File: config.mk
export PLATFORM = sky130hd
export DESIGN_NAME = cache_mem_ctrl
export DESIGN_NICKNAME = d
export VERILOG_FILES = /design/src/rtl/cache_mem_ctrl.sv
export SDC_FILE = /design/constraint.sdc
export NUM_CORES = 1
export LEC_CHECK = 0
export CAP_MARGIN = 10
export CORE_ASPECT_RATIO = 0.9
export CORE_MARGIN = 4
export CORE_UTILIZATION = 31
export CTS_CLUSTER_SIZE = 30
export DETAILED_ROUTE_END_ITERATION = 6
export HOLD_SLACK_MARGIN = 0.1
export SKIP_LAST_GASP = 1
export SYNTH_ARGS = -nofsm -noshare
export SYNTH_HDL_FRONTEND = slang
export SYNTH_SLANG_ARGS = --single-unit
export TNS_END_PERCENT = 5
File: constraint.sdc
create_clock -name clk -period 4.82 [get_ports clk]
set_input_delay 0.723 -clock clk [delete_from_list [all_inputs] [get_ports clk]]
set_output_delay 0.723 -clock clk [all_outputs]
set_load 0.02 [all_outputs]
File: src/rtl/cache_mem_ctrl.sv
`default_nettype none
// ============================================================================
// Module      : cache_mem_ctrl
// Description : Line-fill / write-back controller; serialises 4-word cache
//               line requests onto a single-word synchronous SRAM port.
// Revision    : 1.0 - initial release
// ============================================================================
module cache_mem_ctrl #(
    parameter int ADDR_W = 16,
    parameter int WORD_W = 16
) (
    input  logic                  clk,
    input  logic                  rst,
    input  logic                  req_valid,
    input  logic                  req_rw,
    input  logic [ADDR_W-1:0]     req_addr,
    input  logic [4*WORD_W-1:0]   req_data,
    output logic                  mem_ready,
    output logic [4*WORD_W-1:0]   mem_rdata,
    output logic                  busy,
    output logic [ADDR_W-1:0]     sram_addr,
    output logic                  sram_we,
    output logic [WORD_W-1:0]     sram_wdata,
    input  logic [WORD_W-1:0]     sram_rdata
);

    localparam logic [1:0] c_IDLE  = 2'd0;
    localparam logic [1:0] c_WRITE = 2'd1;
    localparam logic [1:0] c_READ  = 2'd2;
    localparam logic [1:0] c_RESP  = 2'd3;

    logic [1:0]               r_state;
    logic [1:0]               r_cnt;
    logic                     r_drain;
    logic [ADDR_W-3:0]        r_line_addr;
    logic [3:0][WORD_W-1:0]   r_line;
    logic [4*WORD_W-1:0]      r_rdata;
    logic                     w_accept;
    logic                     w_unused;

    assign w_accept = req_valid && ((r_state == c_IDLE) || (r_state == c_RESP));
    assign w_unused = &{1'b0, req_addr[1:0]};

    always_ff @(posedge clk) begin
        if (rst) begin
            r_state     <= c_IDLE;
            r_cnt       <= 2'd0;
            r_drain     <= 1'b0;
            r_line_addr <= '0;
            r_line      <= '0;
            r_rdata     <= '0;
        end else begin
            case (r_state)
                c_IDLE, c_RESP: begin
                    if (w_accept) begin
                        r_state     <= req_rw ? c_WRITE : c_READ;
                        r_line_addr <= req_addr[ADDR_W-1:2];
                        r_line      <= req_data;
                        r_cnt       <= 2'd0;
                        r_drain     <= 1'b0;
                    end else begin
                        r_state <= c_IDLE;
                    end
                end
                c_WRITE: begin
                    r_cnt <= r_cnt + 2'd1;
                    if (r_cnt == 2'd3) begin
                        r_state <= c_RESP;
                    end
                end
                c_READ: begin
                    // SRAM data trails its address by one cycle, so the
                    // word landing now belongs to the previous beat.
                    if (r_drain) begin
                        r_rdata <= {sram_rdata, r_line[2], r_line[1], r_line[0]};
                        r_drain <= 1'b0;
                        r_state <= c_RESP;
                    end else begin
                        if (r_cnt != 2'd0) begin
                            r_line[r_cnt - 2'd1] <= sram_rdata;
                        end
                        if (r_cnt == 2'd3) begin
                            r_drain <= 1'b1;
                        end
                        r_cnt <= r_cnt + 2'd1;
                    end
                end
                default: r_state <= c_IDLE;
            endcase
        end
    end

    assign mem_ready  = (r_state == c_RESP);
    assign busy       = (r_state != c_IDLE);
    assign sram_we    = (r_state == c_WRITE);
    assign sram_addr  = {r_line_addr, r_cnt};
    assign sram_wdata = r_line[r_cnt];
    assign mem_rdata  = r_rdata;

endmodule
`default_nettype wire

==> flow_summary.ini <==
[status]
status = complete, no violations

[synth]
synth_area_leaders = dfxtp_1, nand2_1, a21oi_1
synth_seq_cells = 147
synth_area_sq_um = 6817
ys.flop_type = dfxtp_1
syn-num-nets = 853
synth_edf_count = 0
synthCells = 743
avgSynthCellArea_sq_um = 9.174
yosys.area.top_type = dfxtp_1
seq_area_frac_synth = 0.4317
ys_async_sr_fraction = 0
yosysWarnings = 0
synthDominantCellAreaShare = 0.4317
synthDistinctLibCells = 30

[layout]
area_growth_syn_to_layout_pct = 37.52
antenna_cells = 0
final_common_cell = clkdlybuf4s50_1
final_util = 0.4333
final_cell_mix = clkdlybuf4s50_1, nand2_1, dfxtp_1
final_nets = 1008
instances_no_fill = 1202
drive_above_1_share = 0.1076

[cts]
cts.clk_slew.worst_paths_ps = 60
cts_tree = yes
clock-sinks = 147
htree_levels = 4
hold_buffers = 0
cts_buffers = 17
post_cts_resized = 0
post_cts_buffers = 0
clock_latency_ps = 420
cts_buffer_depth = 2
root_buffer = clkbuf_16

[detailed_routing]
dr.pass1.iters = 5
first_iter_violations = 392
ant_nets = 0
wl_mm = 22.76
drc = 0
wl_per_cell_um = 18.94
viasPerCell = 4.895
via_count = 5884

[critical_path]
crit_arrival_ps = 2680
critPathKind = reg -> out
endpoint_kind = primary output
startpoint_type = register
cp.required_ps = 4100
cp_max_fo = 11

[timing]
setup_tns_ps = 0
maxSlewHeadroom = 0.3330
rsz0062_at_grt = false
setup_viol = 0
clock_skew_ps = 8.010
fmax_ghz = 0.2941
tightest_slew_ps = 998.4
finalCriticalPeriod_ps = 3401
timing.final.crit_share = 0.7056
maxSlewViolCount = 0
hold_viol = 0
fin_ws_ps = 1419

[floorplanning]
initial_core_util = 0.3151
die_x_um = 164.3
std_cell_rows = 51
core_sq_um = 21630
pin_count = 199
dieHeight_um = 148.7
die_area_sq_um = 24430

[pwr]
leakage_nw = 3.101
power_mw = 5.063
vdd_drop_max_mv = 0.4955
power_density_nw_per_um2 = 540.1

[placed_design]
portBuffers = 196
place_ws_ps = 1685
dp.cells = 1170
gp_congestion = 0.7735
place_hpwl_mm = 15.90

[global_routing]
grt_pass1_wl_mm = 34.31
grt_max_degree = 57
antenna_found_initial = 1
grt_overflow = 0
grt_pass1_vias = 5758
grt_util_all_layers = 0.1839

[hold_path]
hp-class = reg -> reg

[run]
cap_violations = 0
-- power breakdown --
group          switching [mW]  internal, mW  leakage [nW]
Sequential              0.197          1.45          1.20
Combinational            1.29         0.880          1.63
Clock                   0.558         0.693         0.272
Total                    2.04          3.02          3.10
-- logic make-up after synthesis --
group,synth area share
DFF,0.4317
adders and majority gates,0.01836
muxes,0.05488
AOI/OAI and AO/OA,0.2629
buffers and inverters,0.08884
and+or+nand+nor,0.1434
-- through the flow --
stage / hold WS, ps / instance area (sq um)
after floorplan: 441.7 / 6817
after global placement: 441.3 / 8818
after detailed placement: 446.0 / 8818
after CTS: 454.2 / 9374
after global routing: 468.0 / 9374
final: 452.2 / 9374
-- final timing paths --
path	from	slack [ps]	end	depth (start not counted)
setup / recovery	r_cnt[0]	1420	sram_wdata[3]	3
setup reg to reg	r_cnt[0]	1790	r_line[14]	5
hold reg to reg	r_line_addr[9]	450	r_line_addr[9]	2
hold / removal	r_line_addr[9]	450	r_line_addr[9]	2
-- routing by layer --
layer,GRT usage,part of all wire,up-vias
li1,-,-,2937
met1,0.2759,0.50,2749
met2,0.2597,0.41,182
met3,0.05542,0.076,14
met4,0.03816,0.0094,2
met5,0,0.00057,-
-- critical path, cell delays in order (launching register included) --
cell and delay, ps:
dfxtp_1 770, buf_4 370, mux4_2 550, clkdlybuf4s50_1 550
-- area by class of cell --
class	count	area [sq um]
Inverter	54	202.7
Multi-Input combinational cell	472	3274
Fill cell	2121	12260
Clock buffer	19	452.9
Clock inverter	13	102.6
Timing Repair Buffer	206	2034
Sequential cell	147	2943
Tap cell	291	364.1
-- cells in the mapped netlist (2+ instances only) --
master and number:
buf_2 17, nand2_1 157, a211oi_1 16, ha_1 10, a2111oi_0 2, nand3_1 2
nor3_1 2, mux4_2 16, nor2b_1 35, buf_4 13, buf_6 9, dfxtp_1 147
inv_1 54, buf_1 3, nand3_4 3, a21oi_1 98, and2_1 2, a221oi_2 29
a221oi_1 19, nand2b_1 10, clkbuf_1 26, o2bb2ai_1 48, clkbuf_2 2, a31oi_1 17
-- registers in the layout, summed over array words and instances, names as in the netlist --
register and flops:
mem_rdata 64, r_cnt 2, r_drain 1, r_line 64
r_line_addr 14, r_state 2
No activity file was read; power rests on OpenSTA's default activity.
